[config.mk]
export PLATFORM = sky130hd
export DESIGN_NAME = axi_slave_packer
export DESIGN_NICKNAME = d
export VERILOG_FILES = /design/src/rtl/tc_axi_pkg.sv /design/src/rtl/axi_slave_packer.sv
export SDC_FILE = /design/constraint.sdc
export NUM_CORES = 1
export LEC_CHECK = 0
export CAP_MARGIN = 20
export CORE_AREA = 10 10 181 352
export CTS_CLUSTER_SIZE = 28
export DETAILED_ROUTE_END_ITERATION = 7
export DIE_AREA = 0 0 191 362
export PLACE_DENSITY = 0.73
export SLEW_MARGIN = 20
export SYNTH_ARGS = -nofsm -noshare
export SYNTH_HDL_FRONTEND = slang
export SYNTH_SLANG_ARGS = --single-unit
[constraint.sdc]
create_clock -name clk -period 23.6 [get_ports clk]
set_input_delay 5.9 -clock clk [delete_from_list [all_inputs] [get_ports clk]]
set_output_delay 5.9 -clock clk [all_outputs]
set_load 0.005 [all_outputs]
[src/rtl/tc_axi_pkg.sv]
`default_nettype none
// ============================================================================
// Module      : tc_axi_pkg
// Description : Shared types and helpers for the host-side AXI read packer.
// Revision    : 1.0 - initial release
// ============================================================================
package tc_axi_pkg;

    typedef enum logic [1:0] {
        S_IDLE    = 2'd0,
        S_RD_REQ  = 2'd1,
        S_RD_WAIT = 2'd2,
        S_R_DATA  = 2'd3
    } rd_state_t;

    localparam int ROW_BITS  = 512;
    localparam int ROW_BYTES = 64;

    // Int8 rows shrink to one byte per element, i.e. a quarter of the row bits.
    function automatic int beats_per_row(input int axi_width, input logic is_int32);
        return is_int32 ? (ROW_BITS / axi_width) : ((ROW_BITS / 4) / axi_width);
    endfunction

endpackage
`default_nettype wire

[src/rtl/axi_slave_packer.sv]
`default_nettype none
// ============================================================================
// Module      : axi_slave_packer
// Description : AXI4 read-channel packer serialising output-buffer rows into R beats.
// Revision    : 1.0 - initial release
// ============================================================================
module axi_slave_packer
    import tc_axi_pkg::*;
#(
    parameter int AXI_DATA_WIDTH  = 64,
    parameter int SRAM_DATA_WIDTH = 32,
    parameter int ARRAY_WIDTH     = 16,
    parameter int ADDR_WIDTH      = 10
) (
    input  logic                       clk,
    input  logic                       rst,
    input  logic                       cfg_data_type_is_int32,
    input  logic [31:0]                araddr,
    input  logic [7:0]                 arlen,
    input  logic [2:0]                 arsize,
    input  logic [1:0]                 arburst,
    input  logic                       arvalid,
    output logic                       arready,
    output logic [AXI_DATA_WIDTH-1:0]  rdata,
    output logic [1:0]                 rresp,
    output logic                       rlast,
    output logic                       rvalid,
    input  logic                       rready,
    output logic [ADDR_WIDTH-1:0]      host_rd_addr,
    output logic                       host_rd_en,
    input  logic [SRAM_DATA_WIDTH-1:0] host_rd_data [ARRAY_WIDTH]
);

    localparam int BPR_I32 = beats_per_row(AXI_DATA_WIDTH, 1'b1);
    localparam int BPR_I8  = beats_per_row(AXI_DATA_WIDTH, 1'b0);
    localparam int EPB     = AXI_DATA_WIDTH / SRAM_DATA_WIDTH;
    localparam int BPB     = AXI_DATA_WIDTH / 8;
    localparam int SLICE_W = 5;
    localparam int IDX_W   = $clog2(ARRAY_WIDTH);

    generate
        if (BPR_I8 < 1) begin : g_bad_width
            $error("axi_slave_packer: AXI_DATA_WIDTH too wide for Int8 row packing");
        end
    endgenerate

    rd_state_t                  r_state;
    rd_state_t                  w_next;
    logic [ADDR_WIDTH-1:0]      r_cur_addr;
    logic [8:0]                 r_beats_left;
    logic                       r_mode;
    logic [SLICE_W-1:0]         r_slice;
    logic [SRAM_DATA_WIDTH-1:0] r_row [ARRAY_WIDTH];
    logic [SLICE_W-1:0]         w_bpr_last;
    logic                       w_row_done;
    logic                       w_unused;

    assign w_unused   = ^{arsize, arburst, araddr[31:ADDR_WIDTH+6], araddr[5:0]};
    assign w_bpr_last = r_mode ? SLICE_W'(BPR_I32 - 1) : SLICE_W'(BPR_I8 - 1);
    assign w_row_done = (r_slice == w_bpr_last);

    assign arready      = (r_state == S_IDLE);
    assign rvalid       = (r_state == S_R_DATA);
    assign host_rd_en   = (r_state == S_RD_REQ);
    assign host_rd_addr = r_cur_addr;
    assign rlast        = rvalid && (r_beats_left == 9'd1);
    assign rresp        = 2'b00;

    always_ff @(posedge clk or posedge rst) begin
        if (rst) begin
            r_state <= S_IDLE;
        end else begin
            r_state <= w_next;
        end
    end

    always_comb begin
        w_next = r_state;
        case (r_state)
            S_IDLE:    if (arvalid) w_next = S_RD_REQ;
            S_RD_REQ:  w_next = S_RD_WAIT;
            S_RD_WAIT: w_next = S_R_DATA;
            S_R_DATA: begin
                if (rready) begin
                    if (r_beats_left == 9'd1) begin
                        w_next = S_IDLE;
                    end else if (w_row_done) begin
                        w_next = S_RD_REQ;
                    end
                end
            end
            default:   w_next = S_IDLE;
        endcase
    end

    always_ff @(posedge clk or posedge rst) begin
        if (rst) begin
            r_cur_addr   <= '0;
            r_beats_left <= '0;
            r_mode       <= 1'b0;
            r_slice      <= '0;
            for (int i = 0; i < ARRAY_WIDTH; i++) begin
                r_row[i] <= '0;
            end
        end else begin
            case (r_state)
                S_IDLE: begin
                    if (arvalid) begin
                        r_cur_addr   <= araddr[ADDR_WIDTH+5:6];
                        r_beats_left <= {1'b0, arlen} + 9'd1;
                        r_mode       <= cfg_data_type_is_int32;
                        r_slice      <= '0;
                    end
                end
                S_RD_WAIT: begin
                    for (int i = 0; i < ARRAY_WIDTH; i++) begin
                        r_row[i] <= host_rd_data[i];
                    end
                end
                S_R_DATA: begin
                    if (rready) begin
                        r_beats_left <= r_beats_left - 9'd1;
                        // Row exhausted mid-burst: fetch the next row, wrapping the address.
                        if (r_beats_left != 9'd1) begin
                            if (w_row_done) begin
                                r_slice    <= '0;
                                r_cur_addr <= r_cur_addr + ADDR_WIDTH'(1);
                            end else begin
                                r_slice <= r_slice + SLICE_W'(1);
                            end
                        end
                    end
                end
                default: ;
            endcase
        end
    end

    // Int8 keeps only the low byte of each element (plain truncation).
    always_comb begin
        rdata = '0;
        if (r_mode) begin
            for (int j = 0; j < EPB; j++) begin
                rdata[j*SRAM_DATA_WIDTH +: SRAM_DATA_WIDTH] = r_row[IDX_W'(int'(r_slice) * EPB + j)];
            end
        end else begin
            for (int j = 0; j < BPB; j++) begin
                rdata[j*8 +: 8] = r_row[IDX_W'(int'(r_slice) * BPB + j)][7:0];
            end
        end
    end

endmodule
`default_nettype wire

==> results of run 1 <==
cell families after synthesis:
logic type               Yosys count  share of synthesized area, %
AO/OA/AOI/OAI                    189                          4.70
XOR/XNOR                           6                         0.203
adder cells (fa/ha/maj)           10                         0.484
buffers and inverters            141                          2.62
flip-flops                       539                          52.2
multiplexers                     716                          36.4
other                              1                        0.0145
AND/OR/NAND/NOR                  147                          3.34
worst max-delay path by stage:
stage / startpoint / endpoint / cells after the start
4_1_cts: r_slice[0] / rdata[8] / 7
3_5_place_dp: r_slice[0] / rdata[8] / 7
6_report: r_slice[0] / rdata[12] / 7
3_3_place_gp: r_slice[0] / rdata[8] / 7
5_1_grt: r_slice[0] / rdata[10] / 7
2_1_floorplan: rst / host_rd_addr[0] / 1
power groups by stage:
stage	Sequential, mW	Clock, mW	Combinational (mW)
finish	1.77	0.797	2.25
global route	1.82	0.852	2.42
CTS	1.77	0.816	2.28
detailed placement	1.78	0	2.27
global placement	1.74	0	2.22
floorplan	1.60	0	1.55
worst register-to-register path, delay by kind of cell (launching register included):
family / cells / cell delay, ps
adders and majority gates: 1 / 690
DFF: 1 / 420
muxes: 1 / 540
buffers and inverters: 3 / 1930
cell type report:
| class | instances | share of cell area (%) |
|---|---|---|
| multi-input combinational | 1070 | 34.2 |
| clock buffer | 69 | 4.16 |
| tap | 762 | 2.79 |
| inverter | 6 | 0.0880 |
| antenna | 24 | 0.176 |
| timing repair buffer | 636 | 18.6 |
| sequential | 539 | 39.6 |
| clock inverter | 17 | 0.407 |
flip-flops by register name, indices dropped and copies added (netlist names):
name          count
r_slice           5
r_mode            1
host_rd_addr     10
r_beats_left      9
r_state           2
r_row           512
cells in the mapped netlist, types with 3 or more instances:
cell type / n
o22ai_1: 9
nand4_1: 8
a21oi_1: 81
buf_4: 9
a211oi_1: 68
and4_1: 3
nor2b_1: 64
nor3_1: 12
mux2i_1: 74
ha_1: 10
nand2_1: 19
mux4_2: 128
nand3_1: 11
clkbuf_1: 40
and3_1: 4
dfrtp_1: 539
xnor2_1: 3
nor2_1: 14
inv_1: 6
o21ai_0: 9
buf_2: 84
xor2_1: 3
mux2_2: 513
routing by layer:
layer / wire length [um] / GRT usage, % / share of wire, % / vias to the layer above
li1: - / - / - / 7704
met1: 33200 / 28.8 / 38 / 9042
met2: 45000 / 42.6 / 51 / 630
met3: 6840 / 7.11 / 7.8 / 131
met4: 2820 / 9.64 / 3.2 / 18
met5: 126 / 0 / 0.14 / -
cell usage in the layout (no fill, tap or decap), drive strengths merged, types with 9 or more instances in the layout:
master	n
diode	24
nand2	19
a21oi	82
ha	10
o22ai	9
buf	24
a211oi	68
o21ai	9
clkbuf	69
clkinv	15
mux2	514
nor3	13
mux4	128
clkdlybuf4s50	612
nor2	14
dfrtp	539
mux2i	74
nor2b	64
nand3	11
metrics by stage:
| stage | power [mW] | std cells |
|---|---|---|
| global placement | 3.95 | 3012 |
| global route | 5.09 | 3122 |
| CTS | 4.86 | 3098 |
| finish | 4.81 | 3123 |
| floorplan | 3.15 | 1750 |
| detailed placement | 4.06 | 3012 |
==> reports/results.ini, run 1 <==
[power]
clockPowerShare_pct = 16.6
p_leak_nw = 13.2
seq_power_share_pct = 36.7
power.switching_mw = 1.67
p_int_mw = 3.14
ir_worst_vdd_v = 0.0000988
p_per_area_nw_per_um2 = 141
swShare_pct = 34.8
p_comb_share_pct = 46.7

[clocking]
ctsRootBufferMaster = clkbuf_16
clk_path_buf_depth = 3
postCtsSetupBuffers = 0
numCtsBuffers = 49
clk_pin_slew_ps = 60
clock-sinks = 539
clk_latency_ps = 590
cts_resized = 0
htree_levels = 2
cts_hold_buf = 0
cts_tree = yes

[sta]
fmax_ghz = 0.0886
tightest_slew_ps = 1150
slew_headroom_pct = 23.2
skew_ps = 23.4
finalMaxSlewViolations = 0
finalCritPeriodShare_pct = 47.8
min_period_ps = 11280
final_hold_viol_count = 0
timing.final.ws_setup_ps = 12320
fin_tns_setup_ps = 0
rsz0062_at_grt = no
setup_violations = 0
hold_slack_ps = 502

[critical_path]
cp-end-kind = primary output
timing.rr.end = r_row[268]
crit_top_cell = buf_4
cp_max_fo = 57
slowest_stage = a211oi_1
startpoint_type = flop
critPathRequiredTime_ps = 17700
worstPathCellList = buf_4 -> buf_4 -> buf_4 -> nor2b_1 -> a211oi_1 -> a21oi_1 -> clkdlybuf4s50_1
path_class = flop to primary output
rr_worst_depth = 5
critPathArrivalTime_ps = 5380
reg2reg_slack_ps = 19870
r2r_start = r_state[0]
path_buf_inv = 4
cp_top_family = buffers and inverters
slowest_delay_ps = 810

[floorplan]
die_w_um = 191
fp.dieH_um = 362
initial_core_util_pct = 44.5
row_count = 125
dieArea_um2 = 69100
fp.coreArea_um2 = 58000
ios = 642

[routing]
ant_nets = 0
dr_total_vias = 17500
wl_um = 88000
viasPerCell = 5.61
drt_iter0_drc = 933
wl_per_cell_um = 28.2
first_pass_iters = 5
drc_errors = 0

[synthesis]
synth.avg_cell_area_um2 = 14.8
ys_ff_latch = 539
ys_seq_area_share_pct = 52.2
synthArstFlopShare_pct = 100
syn_area_um2 = 25800
ys_types = 52
synth_top_area_share_pct = 52.2
synth_top_area_cell = dfrtp_1
synthCells = 1749
yosysWarnings = 0
synth-edff-count = 0
ys.flop_type = dfrtp_1
synth_area_leaders = dfrtp_1 (52%), mux2_2 (22%), mux4_2 (11%), mux2i_1 (2.9%), a211oi_1 (2.0%)

[placement]
routabilityCongestion = 0.896
placed_area_um2 = 32500
hpwl_um = 66900
port_buffers = 612
dp_slack_ps = 12720

[cells_and_area]
synthToLayoutAreaGrowth_pct = 32.1
seqCellArea_um2 = 13500
final_util_pct = 58.8
drive_gt1_share_pct = 32.5
final_cell_area_um2 = 34100
layout.nets = 2874
multi_input_area_um2 = 11700
nFillCells = 4659

[global_route]
groute.usage.overall_pct = 24.9
grt_max_degree = 181
grt_pass1_wl_um = 129000
antenna_found_initial = 33
grt_pass1_vias = 19400
overflow = 0

[min_path]
hp-start = r_row[47]
hold_class = flop to flop
whs_endpoint = r_row[47]
hold_path_depth = 1

[outcome]
status = completed

[flow_run]
max-cap-violations = 0

Power figures use the tool's default switching activity.
==> run 2: changes to the inputs <==
Clock period 23.6 ns to 10.4 ns, I/O delays scaled along.
==> reports/results.ini, run 2 (same netlist as run 1, synthesis figures left out) <==
[sta]
finalCritPeriodShare_pct = 64.7
finalMaxSlewViolations = 0  ; unchanged
final_hold_viol_count = 0  ; unchanged
skew_ps = 8.83  ; was 23.4 ps
min_period_ps = 6730
tightest_slew_ps = 1150  ; about the same
slew_headroom_pct = 23.6  ; was 23.2%
fmax_ghz = 0.149
fin_tns_setup_ps = 0  ; unchanged
rsz0062_at_grt = no  ; unchanged
setup_violations = 0  ; unchanged

[cells_and_area]
top_register = r_row  ; unchanged
final_common_cell = clkdlybuf4s50_1  ; unchanged
largest_reg_flops = 512  ; unchanged
final_cell_count_no_fill = 3124  ; was 3123
final_cell_mix = clkdlybuf4s50_1 (612), dfrtp_1 (535), mux2_2 (513), mux4_2 (128), a21oi_1 (81)  ; unchanged
layout.nets = 2873  ; was 2874
final_util_pct = 59.2  ; was 58.8%
drive_gt1_share_pct = 32.7  ; was 32.5%
synthToLayoutAreaGrowth_pct = 33.0  ; was 32.1%
nFillCells = 4591  ; was 4659
final_cell_area_um2 = 34400  ; was 34100 um2
multi_input_area_um2 = 11700  ; unchanged
seqCellArea_um2 = 13500  ; unchanged

[placement]
placed_area_um2 = 32500  ; about the same
hpwl_um = 66000  ; was 66900 um
routabilityCongestion = 0.870  ; was 0.896
port_buffers = 612  ; unchanged
dp.cells = 3010  ; was 3012

[clocking]
clock-sinks = 539  ; unchanged
numCtsBuffers = 51  ; was 49
clk_path_buf_depth = 3  ; unchanged
postCtsSetupBuffers = 0  ; unchanged
clk_pin_slew_ps = 60  ; about the same
cts_resized = 0  ; unchanged
cts_tree = yes  ; unchanged
ctsRootBufferMaster = clkbuf_16  ; unchanged
cts_hold_buf = 0  ; unchanged
clk_latency_ps = 590  ; about the same
htree_levels = 2  ; unchanged

[floorplan]
die_w_um = 191  ; unchanged
fp.coreArea_um2 = 58000  ; unchanged
fp.dieH_um = 362  ; unchanged
row_count = 125  ; unchanged
dieArea_um2 = 69100  ; unchanged
ios = 642  ; unchanged
initial_core_util_pct = 44.5  ; unchanged

[critical_path]
cp_max_fo = 42  ; was 57
cp-end-kind = primary output  ; unchanged
critPathRequiredTime_ps = 7800  ; was 17700 ps
path_class = flop to primary output  ; unchanged
critPathArrivalTime_ps = 4130  ; was 5380 ps
startpoint_type = flop  ; unchanged

[power]
p_per_area_nw_per_um2 = 324  ; was 141 nW/um2
ir_worst_vdd_v = 0.000225  ; was 0.0000988 V
p_leak_nw = 13.3  ; was 13.2 nW

[global_route]
overflow = 0  ; unchanged
antenna_found_initial = 35  ; was 33
grt_max_degree = 189  ; was 181
groute.usage.overall_pct = 25.0  ; was 24.9%
grt_pass1_wl_um = 129000  ; about the same
grt_pass1_vias = 19400  ; about the same

[routing]
drc_errors = 0  ; unchanged
dr_total_vias = 17600  ; was 17500
ant_nets = 0  ; unchanged
drt_iter0_drc = 1147  ; was 933
wl_um = 88400  ; was 88000 um
wl_per_cell_um = 28.3  ; was 28.2 um
first_pass_iters = 5  ; unchanged
viasPerCell = 5.63  ; was 5.61

[outcome]
status = completed  ; unchanged

[flow_run]
max-cap-violations = 0  ; unchanged

[min_path]
hold_class = flop to flop  ; unchanged

[run 2: cell count changes in the layout (fill, tap and decap cells not counted), moves of 2 or more]
cell and change:
buf_12 +6, buf_4 -9, bufinv_16 +2, clkbuf_1 -2, clkbuf_16 +4, clkbuf_8 +2, clkinv_2 -4, clkinvlp_4 +5
diode_2 -5
[run 2: worst paths after layout]
kind / startpoint / end / slack, ps / cells past startpoint
hold / removal: r_row[19] / r_row[19] / 500 / 1
setup reg to reg: r_state[0] / r_row[457] / 6610 / 5
max in group asynchronous: rst / r_row[506] / 5980 / 4
min in group asynchronous: rst / r_row[16] / 2360 / 2
hold reg to reg: r_row[19] / r_row[19] / 500 / 1
setup / recovery: r_slice[0] / rdata[51] / 3670 / 6
[run 2: where the power goes]
part	switching (mW)	total (mW)	leakage (nW)	internal, mW
Combinational	2.18	5.12	6.07	2.94
Sequential	0.823	4.02	6.33	3.19
Clock	0.850	1.99	0.876	1.14
[run 2: cell type report]
class	instances	area share, %
diodes	19	0.138
clock inverters	22	0.692
well taps	762	2.77
clock buffers	73	4.48
flip-flops and latches	539	39.3
inverters	6	0.0764
repair buffers	633	18.5
multi-input cells	1070	34.0
[run 2: routing by layer]
metal | track usage [%] | wire, um
met1 | 28.8 | 32800
met2 | 42.3 | 44500
met3 | 8.03 | 7630
met4 | 9.22 | 3170
met5 | 0 | 238
[run 2: metrics by stage]
step / total power, mW / hold slack [ps] / worst slack, ps
floorplan: 7.16 / 475 / 470
global placement: 9.01 / 483 / 4220
detailed placement: 9.22 / 491 / 4230
CTS: 11.2 / 506 / 3580
global route: 11.8 / 517 / 3440
finish: 11.1 / 503 / 3670
[run 2: worst max-delay path, stage by stage, from the launching register on]
cell             delay, ps
dfrtp_4                950
buf_4                  540
buf_4                  480
mux4_2                 550
mux2i_1                290
a21oi_1                120
clkdlybuf4s50_1        570
